### config.mk
export PLATFORM = sky130hd
export DESIGN_NAME = pe_config_loader
export DESIGN_NICKNAME = d
export VERILOG_FILES = /design/src/rtl/pe_config_loader.sv
export SDC_FILE = /design/constraint.sdc
export NUM_CORES = 1
export LEC_CHECK = 0
export BUFFER_PORTS_ARGS = -buffer_cell sky130_fd_sc_hd__buf_4
export CELL_PAD_IN_SITES_DETAIL_PLACEMENT = 1
export CELL_PAD_IN_SITES_GLOBAL_PLACEMENT = 1
export CORE_MARGIN = 1
export CORE_UTILIZATION = 40
export DETAILED_ROUTE_END_ITERATION = 6
export PLACE_DENSITY = 0.85
export SYNTH_ARGS = -nofsm -noshare
export SYNTH_HDL_FRONTEND = slang
export SYNTH_SLANG_ARGS = --single-unit
### constraint.sdc
create_clock -name clock -period 3.05 [get_ports clock]
set_input_delay 0.1525 -clock clock [delete_from_list [all_inputs] [get_ports clock]]
set_output_delay 0.1525 -clock clock [all_outputs]
set_load 0.005 [all_outputs]
### src/rtl/pe_config_loader.sv
// Assembles 8-bit PE control words from a low-nibble-first stream, writes each one with a
// single-cycle per-PE enable pulse, then enables every PE. Optional parity nibble: CFG_PARITY_EN.
module pe_config_loader #(
  parameter int NUM_PE = 4,
  parameter int CTRL_W = 8
) (
  input  logic                       clock,
  input  logic                       reset,
  input  logic                       start,
  input  logic                       halt,
  input  logic                       cfg_valid,
  input  logic [3:0]                 cfg_nibble,
  output logic                       cfg_ready,
  output logic [NUM_PE*CTRL_W-1:0]   ctrl_out,
  output logic [NUM_PE-1:0]          pe_en,
  output logic                       run,
  output logic                       cfg_err
);
  localparam int IDXW = (NUM_PE > 1) ? $clog2(NUM_PE) : 1;
  localparam logic [IDXW-1:0]   LAST = IDXW'(NUM_PE - 1);
  localparam logic [NUM_PE-1:0] ONE  = NUM_PE'(1);

  typedef enum logic [2:0] {
    S_IDLE, S_LO, S_HI, S_COMMIT, S_RUN
`ifdef CFG_PARITY_EN
    , S_PAR, S_ERROR
`endif
  } state_t;

  state_t                         r_state;
  logic [IDXW-1:0]                r_idx;
  logic [3:0]                     r_lo;
  logic [NUM_PE-1:0][CTRL_W-1:0]  r_ctrl;
  logic [NUM_PE-1:0]              r_pe_en;
  logic                           r_run;
  logic                           w_xfer;
  logic [NUM_PE-1:0]              w_onehot;
`ifdef CFG_PARITY_EN
  logic [3:0]                     r_hi;
  logic                           r_err;
`endif

  always_comb begin
    cfg_ready = 1'b0;
    case (r_state)
      S_LO, S_HI: cfg_ready = 1'b1;
`ifdef CFG_PARITY_EN
      S_PAR:      cfg_ready = 1'b1;
`endif
      default:    cfg_ready = 1'b0;
    endcase
  end

  assign w_xfer   = cfg_valid && cfg_ready;
  assign w_onehot = ONE << r_idx;
  assign ctrl_out = r_ctrl;
  assign pe_en    = r_pe_en;
  assign run      = r_run;
`ifdef CFG_PARITY_EN
  assign cfg_err  = r_err;
`else
  assign cfg_err  = 1'b0;
`endif

  always_ff @(posedge clock) begin
    if (reset) begin
      r_state <= S_IDLE;
      r_idx   <= '0;
      r_lo    <= '0;
      r_ctrl  <= '0;
      r_pe_en <= '0;
      r_run   <= 1'b0;
`ifdef CFG_PARITY_EN
      r_hi    <= '0;
      r_err   <= 1'b0;
`endif
    end else begin
      case (r_state)
        S_IDLE: if (!halt && start) begin
          r_state <= S_LO;
          r_idx   <= '0;
        end
        S_LO: begin
          if (halt) r_state <= S_IDLE;
          else if (w_xfer) begin
            r_lo    <= cfg_nibble;
            r_state <= S_HI;
          end
        end
        S_HI: begin
          if (halt) r_state <= S_IDLE;
          else if (w_xfer) begin
`ifdef CFG_PARITY_EN
            r_hi    <= cfg_nibble;
            r_state <= S_PAR;
`else
            // Word and its enable pulse land on the same edge; the PE samples on the next one.
            r_ctrl[r_idx] <= {cfg_nibble, r_lo};
            r_pe_en       <= w_onehot;
            r_state       <= S_COMMIT;
`endif
          end
        end
`ifdef CFG_PARITY_EN
        S_PAR: begin
          if (halt) r_state <= S_IDLE;
          else if (w_xfer) begin
            if (cfg_nibble[0] == ^{r_hi, r_lo}) begin
              r_ctrl[r_idx] <= {r_hi, r_lo};
              r_pe_en       <= w_onehot;
              r_state       <= S_COMMIT;
            end else begin
              r_err   <= 1'b1;
              r_pe_en <= '0;
              r_state <= S_ERROR;
            end
          end
        end
        S_ERROR: if (!halt && start) begin
          r_err   <= 1'b0;
          r_idx   <= '0;
          r_state <= S_LO;
        end
`endif
        S_COMMIT: begin
          if (halt) begin
            r_pe_en <= '0;
            r_state <= S_IDLE;
          end else if (r_idx == LAST) begin
            r_pe_en <= '1;
            r_run   <= 1'b1;
            r_state <= S_RUN;
          end else begin
            r_pe_en <= '0;
            r_idx   <= r_idx + IDXW'(1);
            r_state <= S_LO;
          end
        end
        S_RUN: if (halt) begin
          r_pe_en <= '0;
          r_run   <= 1'b0;
          r_state <= S_IDLE;
        end
        default: r_state <= S_IDLE;
      endcase
    end
  end
endmodule
==> results of run 1 <==
-- cells by family (layout without fill, tap and decap cells) --
kind of cell,Yosys count,after routing,share of synthesized area (%)
buffers and inverters,20,59,4.905
adder cells (fa/ha/maj),4,4,2.364
multiplexers,35,35,17.20
AND/OR/NAND/NOR,77,77,23.46
other,1,1,0.1771
flip-flops,46,46,43.50
AO/OA/AOI/OAI,25,25,8.392
-- report_power, final --
group / switching, mW / internal (mW)
clock: 0.217 / 0.164
combinational: 0.0274 / 0.0264
sequential: 0.00384 / 0.602
total: 0.248 / 0.793
-- sequential cells by signal, indices dropped and copies added (netlist names) --
register / flops
ctrl_out: 32
pe_en: 4
r_idx: 2
r_lo: 4
r_state: 3
run: 1
-- cells in the mapped netlist, types with 2 or more instances --
| master | n | area [sq um] |
|---|---|---|
| o21bai_1 | 2 | 15.01 |
| nand2b_1 | 45 | 281.5 |
| inv_1 | 5 | 18.77 |
| nand3_1 | 4 | 20.02 |
| nand3b_1 | 5 | 37.54 |
| a221oi_1 | 3 | 26.28 |
| dfxtp_1 | 46 | 920.9 |
| nor3_1 | 3 | 15.01 |
| nor3b_1 | 3 | 22.52 |
| ha_1 | 4 | 50.05 |
| buf_2 | 5 | 25.02 |
| buf_4 | 4 | 30.03 |
| nor2_1 | 7 | 26.28 |
| a21oi_1 | 6 | 30.03 |
| a32oi_1 | 4 | 35.03 |
| mux2i_1 | 33 | 330.3 |
| clkbuf_1 | 5 | 18.77 |
| o21ai_0 | 5 | 25.02 |
| and3b_1 | 2 | 17.52 |
-- layer usage --
metal | up-vias | wire, um
met2 | 36 | 2245
met4 | 0 | 38
met3 | 5 | 198
li1 | 789 | -
met1 | 746 | 2157
met5 | - | 0
-- area by class of cell --
| type | count | area (sq um) | share of cell area, % |
|---|---|---|---|
| clock inverters | 3 | 23.77 | 0.9277 |
| multi-input cells | 142 | 1097 | 42.82 |
| flip-flops and latches | 46 | 920.9 | 35.94 |
| clock buffers | 5 | 68.82 | 2.686 |
| inverters | 5 | 18.77 | 0.7324 |
| well taps | 70 | 87.58 | 3.418 |
| repair buffers | 46 | 345.3 | 13.48 |
-- worst max-delay path by stage --
stage | from | to | slack (ns) | cells past startpoint
6_report | r_state[1] | ctrl_out[28] | 1.08 | 3
5_1_grt | r_state[1] | ctrl_out[25] | 0.93 | 3
4_1_cts | r_state[1] | ctrl_out[29] | 1.01 | 3
3_5_place_dp | r_state[1] | ctrl_out[30] | 1.04 | 3
3_3_place_gp | r_state[1] | ctrl_out[27] | 1.18 | 3
2_1_floorplan | r_idx[0] | r_idx[0] | 1.58 | 4
==> impl_metrics.json, run 1 <==
{
  "port_buffers": 46,
  "finClkSkew_ns": 0.008763,
  "worstMarginPinSlew_ns": 0.8331,
  "hold_class": "in2reg",
  "avgSynthCellArea_sq_um": 10.18,
  "worstReg2RegEnd": "ctrl_out[28]",
  "totalWireLength_um": 4641,
  "worst-path-buf-inv": 0,
  "finalSetupTns_ns": 0,
  "use_met3_pct": 4.685,
  "clk_latency_ns": 0.30,
  "p_leak_nw": 1.141,
  "die_h_um": 74.75,
  "slew_headroom_pct": 44.21,
  "critPathMaxStageDelay_ns": 0.70,
  "setup_ws_ns": 1.081,
  "final_cell_mix": "dfxtp_1 (46), buf_4 (46), nand2b_1 (45)",
  "dp_cells": 309,
  "grt_overflow": 0,
  "cts_tree": "done",
  "slew_violations": 0,
  "setup_viol_count_final": 0,
  "ant_nets": 0,
  "stdcell_count": 317,
  "crit_fanout": 15,
  "period_needed_ns": 1.969,
  "min_to": "r_state[2]",
  "rr_startpoint": "r_state[1]",
  "crit_slowest_cell": "nor3b_2",
  "crit_arrival_ns": 2.20,
  "design_area_sq_mm": 0.002562,
  "cts.clk_slew.worst_paths_ns": 0.09,
  "drc": 0,
  "hold_buffers": 0,
  "grt_max_degree": 57,
  "met1_usage_pct": 21.53,
  "place_congestion": 0.7403,
  "die-area_sq_mm": 0.005588,
  "hold_ws_ns": 0.09160,
  "ys_async_sr_fraction_pct": 0,
  "finalHoldViolCount": 0,
  "placed_area_sq_mm": 0.002470,
  "fmax_ghz": 0.5079,
  "synthCells": 208,
  "grt_use_met2_pct": 29.43,
  "die_x_um": 74.75,
  "fin_util_pct": 50.17,
  "grt_pass1_wl_um": 7265,
  "p_per_area_mw_per_mm2": 406.1,
  "grt_pass1_vias": 1511,
  "outcome": "complete, no violations",
  "hold_depth": 2,
  "r2r_slack_ns": 1.08,
  "required_ns": 3.28,
  "pre_cts_ws_ns": 1.035,
  "clockBufferDepth": 2,
  "nNetsFinal": 259,
  "num_antenna_cells": 0,
  "synth_top_flop_cell": "dfxtp_1",
  "post-route-period-util_pct": 64.55,
  "syn-num-nets": 221,
  "floorplan.initialDensity_pct": 41.45,
  "synth_edf_count": 0,
  "h-tree-depth": 2,
  "core_area_sq_mm": 0.005107,
  "ir_worst_vdd_mv": 0.2337,
  "io_pins": 48,
  "cts_resized": 0,
  "synthDistinctLibCells": 36,
  "viasPerCell": 4.972,
  "post-dp-hpwl_um": 3315,
  "root_buffer": "clkbuf_8",
  "min_from": "halt",
  "wire_per_inst_um": 14.64,
  "post_cts_buffers": 0,
  "drt_iter0_drc": 57,
  "filler_cell_count": 591,
  "cpLargestDelayFamily": "simple AND/OR/NAND/NOR gates",
  "antenna_found_initial": 0,
  "end_kind": "flip-flop",
  "path_cells": "and4bb_2 > nor3b_2 > mux2i_1",
  "crit_type": "reg2reg",
  "rr_worst_depth": 3,
  "top_usage_layer": "met2",
  "cts_sinks": 46,
  "rows": 26,
  "synth_warnings": 0,
  "grt_usage_pct": 17.16,
  "cts_buffers": 5,
  "cap_violations": 0,
  "firstDrtPassIters": 4,
  "finalPower_mw": 1.041,
  "rsz0062_at_grt": "no",
  "synth_seq_area_share_pct": 43.50,
  "synth-seq-cells": 46,
  "synth.cell_area_sq_mm": 0.002117,
  "critPathLaunchType": "flip-flop",
  "vias": 1576,
  "syn_to_final_growth_pct": 21.04,
  "drive_gt1_share_pct": 24.70
}
No activity file was read; power rests on OpenSTA's default activity.
==> run 2, diff against run 1 <==
--- a/config.mk
+++ b/config.mk
@@ -9,9 +9,9 @@
 export CELL_PAD_IN_SITES_DETAIL_PLACEMENT = 1
 export CELL_PAD_IN_SITES_GLOBAL_PLACEMENT = 1
 export CORE_MARGIN = 1
-export CORE_UTILIZATION = 40
+export CORE_UTILIZATION = 37
 export DETAILED_ROUTE_END_ITERATION = 6
-export PLACE_DENSITY = 0.85
+export PLACE_DENSITY = 0.83
 export SYNTH_ARGS = -nofsm -noshare
 export SYNTH_HDL_FRONTEND = slang
 export SYNTH_SLANG_ARGS = --single-unit
==> constraint.sdc (replaced) <==
create_clock -name clock -period 1.6 [get_ports clock]
set_input_delay 0.08 -clock clock [delete_from_list [all_inputs] [get_ports clock]]
set_output_delay 0.08 -clock clock [all_outputs]
set_load 0.005 [all_outputs]
==> run 2 against run 1 <==
  * Final cell count up 5.0%
  * Clock power grew 130%
  * Critical path depth is 1 higher
  * Critical endpoint is now r_idx[0]
==> impl_metrics.json, run 2 (synthesis gave the netlist of run 1 again) <==
{
  "outcome": "complete, no violations",
  "place_congestion": 0.8085,
  "post-dp-hpwl_um": 3676,
  "finClkSkew_ns": 0.009316,
  "grt_max_degree": 57,
  "core_area_sq_mm": 0.005507,
  "rows": 27,
  "min_to": "r_state[2]",
  "hold_buffers": 0,
  "final_cell_mix": "buf_4 (57), nand2b_1 (45), dfxtp_1 (44)",
  "hold_depth": 2,
  "rr_worst_depth": 4,
  "ir_worst_vdd_mv": 0.5160,
  "layout_commonest_cell": "buf_4",
  "setup_viol_count_final": 0,
  "worstReg2RegEnd": "r_idx[0]",
  "grt_pass1_wl_um": 8569,
  "root_buffer": "clkbuf_8",
  "cts_tree": "done",
  "die-area_sq_mm": 0.006028,
  "num_antenna_cells": 0,
  "crit_type": "reg2reg",
  "clockBufferDepth": 2,
  "die_h_um": 77.64,
  "grt_overflow": 0,
  "fmax_ghz": 0.6679,
  "io_pins": 48,
  "port_buffers": 46,
  "drc": 0,
  "rsz0062_at_grt": "no",
  "ant_nets": 0,
  "drive_gt1_share_pct": 29.89,
  "critPathLaunchType": "flip-flop",
  "cts_sinks": 46,
  "syn_to_final_growth_pct": 29.37,
  "min_from": "halt",
  "cap_violations": 0,
  "r2r_slack_ns": 0.10,
  "totalWireLength_um": 5211,
  "hold_class": "in2reg",
  "antenna_found_initial": 0,
  "p_leak_nw": 1.241,
  "cts_buffers": 5,
  "post-route-period-util_pct": 93.58,
  "p_per_area_mw_per_mm2": 783.9,
  "vias": 1699,
  "nNetsFinal": 273,
  "finalHoldViolCount": 0,
  "rr_startpoint": "r_idx[0]",
  "filler_cell_count": 626,
  "largest_reg_flops": 32,
  "period_needed_ns": 1.497,
  "cts.clk_slew.worst_paths_ns": 0.09,
  "crit_arrival_ns": 1.69,
  "h-tree-depth": 2,
  "required_ns": 1.79,
  "design_area_sq_mm": 0.002739,
  "clk_latency_ns": 0.30,
  "finalSetupTns_ns": 0,
  "viasPerCell": 5.102,
  "slew_violations": 0,
  "grt_pass1_vias": 1739,
  "firstDrtPassIters": 4,
  "wire_per_inst_um": 15.65,
  "crit_fanout": 6,
  "drt_iter0_drc": 45,
  "end_kind": "flip-flop",
  "die_x_um": 77.64,
  "floorplan.initialDensity_pct": 38.45,
  "placed_area_sq_mm": 0.002615,
  "grt_usage_pct": 18.28
}
-- run 2: changes by cell type in the layout (fill, tap and decap cells not counted), sizes merged --
cell / change
buf: +14
clkinvlp: -2
bufinv: +1
clkinv: +1
-- run 2: power by group --
group	total [mW]	switching (mW)	internal, mW
logic	0.112	0.0573	0.0544
clock network	0.881	0.412	0.469
registers	1.15	0.00659	1.15
total	2.15	0.476	1.67
-- run 2: metal layers --
layer,GRT usage (%),wire [um],vias up
li1,-,-,820
met1,22.12,2287,830
met2,31.95,2634,43
met3,4.235,220,6
met4,5.472,68,0
met5,0,0,-
-- run 2: worst max path at each step --
stage                    start           end  slack, ns  cells after the start
CTS                 r_state[0]  ctrl_out[25]      0.007                      4
finish                r_idx[0]      r_idx[0]       0.10                      4
global route          r_idx[0]      r_idx[0]       0.03                      4
global placement    r_state[0]      pe_en[1]       0.13                      3
floorplan             r_idx[0]      r_idx[0]       0.13                      4
detailed placement  r_state[1]  ctrl_out[25]      0.003                      4
-- run 2: through the flow --
stage	power, mW	std cells	util [%]	setup WS [ns]	hold WS (ns)
3_3_place_gp	1.290	325	47.49	0.1323	0.3437
2_1_floorplan	1.254	208	-	0.1275	0.2277
3_5_place_dp	1.292	325	47.49	0.002521	0.3441
6_report	2.147	333	49.74	0.1027	0.02859
4_1_cts	2.175	333	49.56	0.007014	0.02005
5_1_grt	2.228	333	49.74	0.02849	0.03375
-- run 2: cell type report --
type / instances / area (sq um) / area share (%)
Sequential cell: 46 / 923.4 / 33.71
Timing Repair Buffer: 60 / 488.0 / 17.82
Inverter: 5 / 18.77 / 0.6852
Clock inverter: 3 / 43.79 / 1.599
Multi-Input combinational cell: 142 / 1106 / 40.38
Clock buffer: 5 / 68.82 / 2.513
Tap cell: 72 / 90.09 / 3.289
-- run 2: what timing repair did --
action                     CTS  global route
setup endpoints to repair    3            12
resized for setup            1             3
setup buffers                0             0
-- run 2: critical path: stages (launching register included) --
cell and delay (ns):
dfxtp_1 0.36, ha_2 0.25, and3b_1 0.19, o21ai_0 0.22, mux2_2 0.37
==> run 3, diff against run 2 <==
--- a/config.mk
+++ b/config.mk
@@ -9,9 +9,9 @@
 export CELL_PAD_IN_SITES_DETAIL_PLACEMENT = 1
 export CELL_PAD_IN_SITES_GLOBAL_PLACEMENT = 1
 export CORE_MARGIN = 1
-export CORE_UTILIZATION = 37
+export CORE_UTILIZATION = 40
 export DETAILED_ROUTE_END_ITERATION = 6
-export PLACE_DENSITY = 0.83
+export PLACE_DENSITY = 0.85
 export SYNTH_ARGS = -nofsm -noshare
 export SYNTH_HDL_FRONTEND = slang
 export SYNTH_SLANG_ARGS = --single-unit
==> constraint.sdc (replaced) <==
create_clock -name clock -period 1.8 [get_ports clock]
set_input_delay 0.09 -clock clock [delete_from_list [all_inputs] [get_ports clock]]
set_output_delay 0.09 -clock clock [all_outputs]
set_load 0.005 [all_outputs]
==> run 3 against run 2 <==
  * Sequential power down 10%
  * Critical endpoint is now ctrl_out[31]
  * Fmax down 9.2%
  * Routed wire length down 6.8%
  * Critical path type unchanged
  * Clock-buffer cell count up 1
  * Clock skew down 0.0067 ns
  * Flip-flop and latch count unchanged
  * Combinational power down 18%
  * Sequential share of layout area up 1.3 points
  * Global-route usage down 0.22 points
==> impl_metrics.json, run 3 (synthesis gave the netlist of run 1 again) <==
{
  "crit_fanout": 15,
  "drt_iter0_drc": 63,
  "antenna_found_initial": 0,
  "grt_usage_pct": 18.06,
  "io_pins": 48,
  "outcome": "complete, no violations",
  "fin_util_pct": 51.45,
  "hold_depth": 2,
  "ant_nets": 0,
  "fmax_ghz": 0.6061,
  "clockPowerShare_pct": 41.4,
  "post-route-period-util_pct": 91.66,
  "p_leak_nw": 1.185,
  "p_sw_uw": 398.1,
  "filler_cell_count": 601,
  "place_congestion": 0.7224,
  "crit_slowest_cell": "dfxtp_1",
  "rsz0062_at_grt": "no",
  "placed_area_sq_mm": 0.002515,
  "setup_ws_ns": 0.1501,
  "cts_buffers": 5,
  "finClkSkew_ns": 0.002650,
  "slew_violations": 0,
  "pre_cts_ws_ns": 0.1292,
  "layout_commonest_cell": "buf_4",
  "die_x_um": 74.75,
  "port_buffers": 46,
  "nNetsFinal": 265,
  "rows": 26,
  "floorplan.initialDensity_pct": 41.45,
  "post-dp-hpwl_um": 3484,
  "grt_overflow": 0,
  "grt_pass1_vias": 1559,
  "cts_sinks": 46,
  "worstSetupPathDepth": 4,
  "cts_tree": "done",
  "critPathMaxStageDelay_ns": 0.61,
  "root_buffer": "clkbuf_8",
  "end_kind": "flip-flop",
  "required_ns": 2.02,
  "vias": 1648,
  "drive_gt1_share_pct": 26.19,
  "path_cells": "and4bb_2 > nor3b_2 > buf_4 > mux2i_1",
  "crit_type": "reg2reg",
  "viasPerCell": 5.118,
  "cap_violations": 0,
  "die-area_sq_mm": 0.005588,
  "syn_to_final_growth_pct": 24.11,
  "finalHoldViolCount": 0,
  "rr_worst_depth": 4,
  "grt_pass1_wl_um": 7555,
  "setup_viol_count_final": 0,
  "grt_max_degree": 57,
  "clockBufferDepth": 2,
  "period_needed_ns": 1.650,
  "p_int_mw": 1.510,
  "wire_per_inst_um": 15.09,
  "drc": 0,
  "p_sw_share_pct": 20.87,
  "worst-path-buf-inv": 1,
  "die_h_um": 74.75,
  "final_cell_mix": "buf_4 (52), dfxtp_1 (46), nand2b_1 (45)",
  "cts.clk_slew.worst_paths_ns": 0.08,
  "num_antenna_cells": 0,
  "combPwrFrac_pct": 4.8,
  "h-tree-depth": 2,
  "crit_arrival_ns": 1.87,
  "p_per_area_mw_per_mm2": 726.1,
  "clk_latency_ns": 0.29,
  "ir_worst_vdd_mv": 0.3473,
  "core_area_sq_mm": 0.005107,
  "totalWireLength_um": 4858,
  "hold_ws_ns": 0.04513,
  "firstDrtPassIters": 4,
  "design_area_sq_mm": 0.002628,
  "hold_class": "in2reg",
  "cpLargestDelayFamily": "flip-flops",
  "largest_reg_flops": 32,
  "critPathLaunchType": "flip-flop",
  "finalSetupTns_ns": 0,
  "seqPwrFrac_pct": 53.8
}
run 3: power by group through the flow:
stage / combinational [mW] / sequential (mW) / clock (mW)
finish: 0.0919 / 1.03 / 0.789
global route: 0.101 / 1.03 / 0.839
CTS: 0.0929 / 1.03 / 0.801
detailed placement: 0.0922 / 1.05 / 0
global placement: 0.0916 / 1.05 / 0
floorplan: 0.0681 / 1.05 / 0
run 3: per-layer routing:
metal | wire (um) | vias to the layer above | global-route usage, %
met5 | 0 | - | 0
li1 | - | 805 | -
met2 | 2393 | 38 | 30.83
met3 | 192 | 4 | 3.882
met1 | 2226 | 801 | 22.78
met4 | 45 | 0 | 5.660
run 3: worst paths after layout:
| path | from | endpoint | slack [ns] |
|---|---|---|---|
| setup / recovery | r_state[1] | ctrl_out[31] | 0.15 |
| hold / removal | halt | r_state[2] | 0.05 |
| setup reg to reg | r_state[1] | ctrl_out[31] | 0.15 |
| hold reg to reg | ctrl_out[18] | ctrl_out[18] | 0.48 |
run 3: repair_timing:
| item | 4_1_cts | 5_1_grt |
|---|---|---|
| resized for setup | 0 | 1 |
| hold buffers | 0 | 0 |
| setup buffers | 0 | 0 |
| endpoints found under the setup margin | 0 | 1 |
run 3: layout make-up:
type | instances | area, sq um | area share, %
inverters | 5 | 18.77 | 0.7143
well taps | 70 | 87.58 | 3.333
repair buffers | 52 | 390.4 | 14.86
multi-input cells | 142 | 1097 | 41.76
flip-flops and latches | 46 | 920.9 | 35.05
clock inverters | 1 | 30.03 | 1.143
clock buffers | 6 | 82.58 | 3.143
run 3: worst register-to-register path, cell delays in order, from the launching register on:
cell	delay, ns
dfxtp_1	0.61
and4bb_2	0.35
nor3b_2	0.19
buf_4	0.22
mux2i_1	0.20
run 3: metrics by stage:
stage / std cells / power (mW)
after global placement: 315 / 1.142
after floorplan: 208 / 1.115
after CTS: 322 / 1.920
after global routing: 322 / 1.967
after detailed placement: 315 / 1.143
final: 322 / 1.908
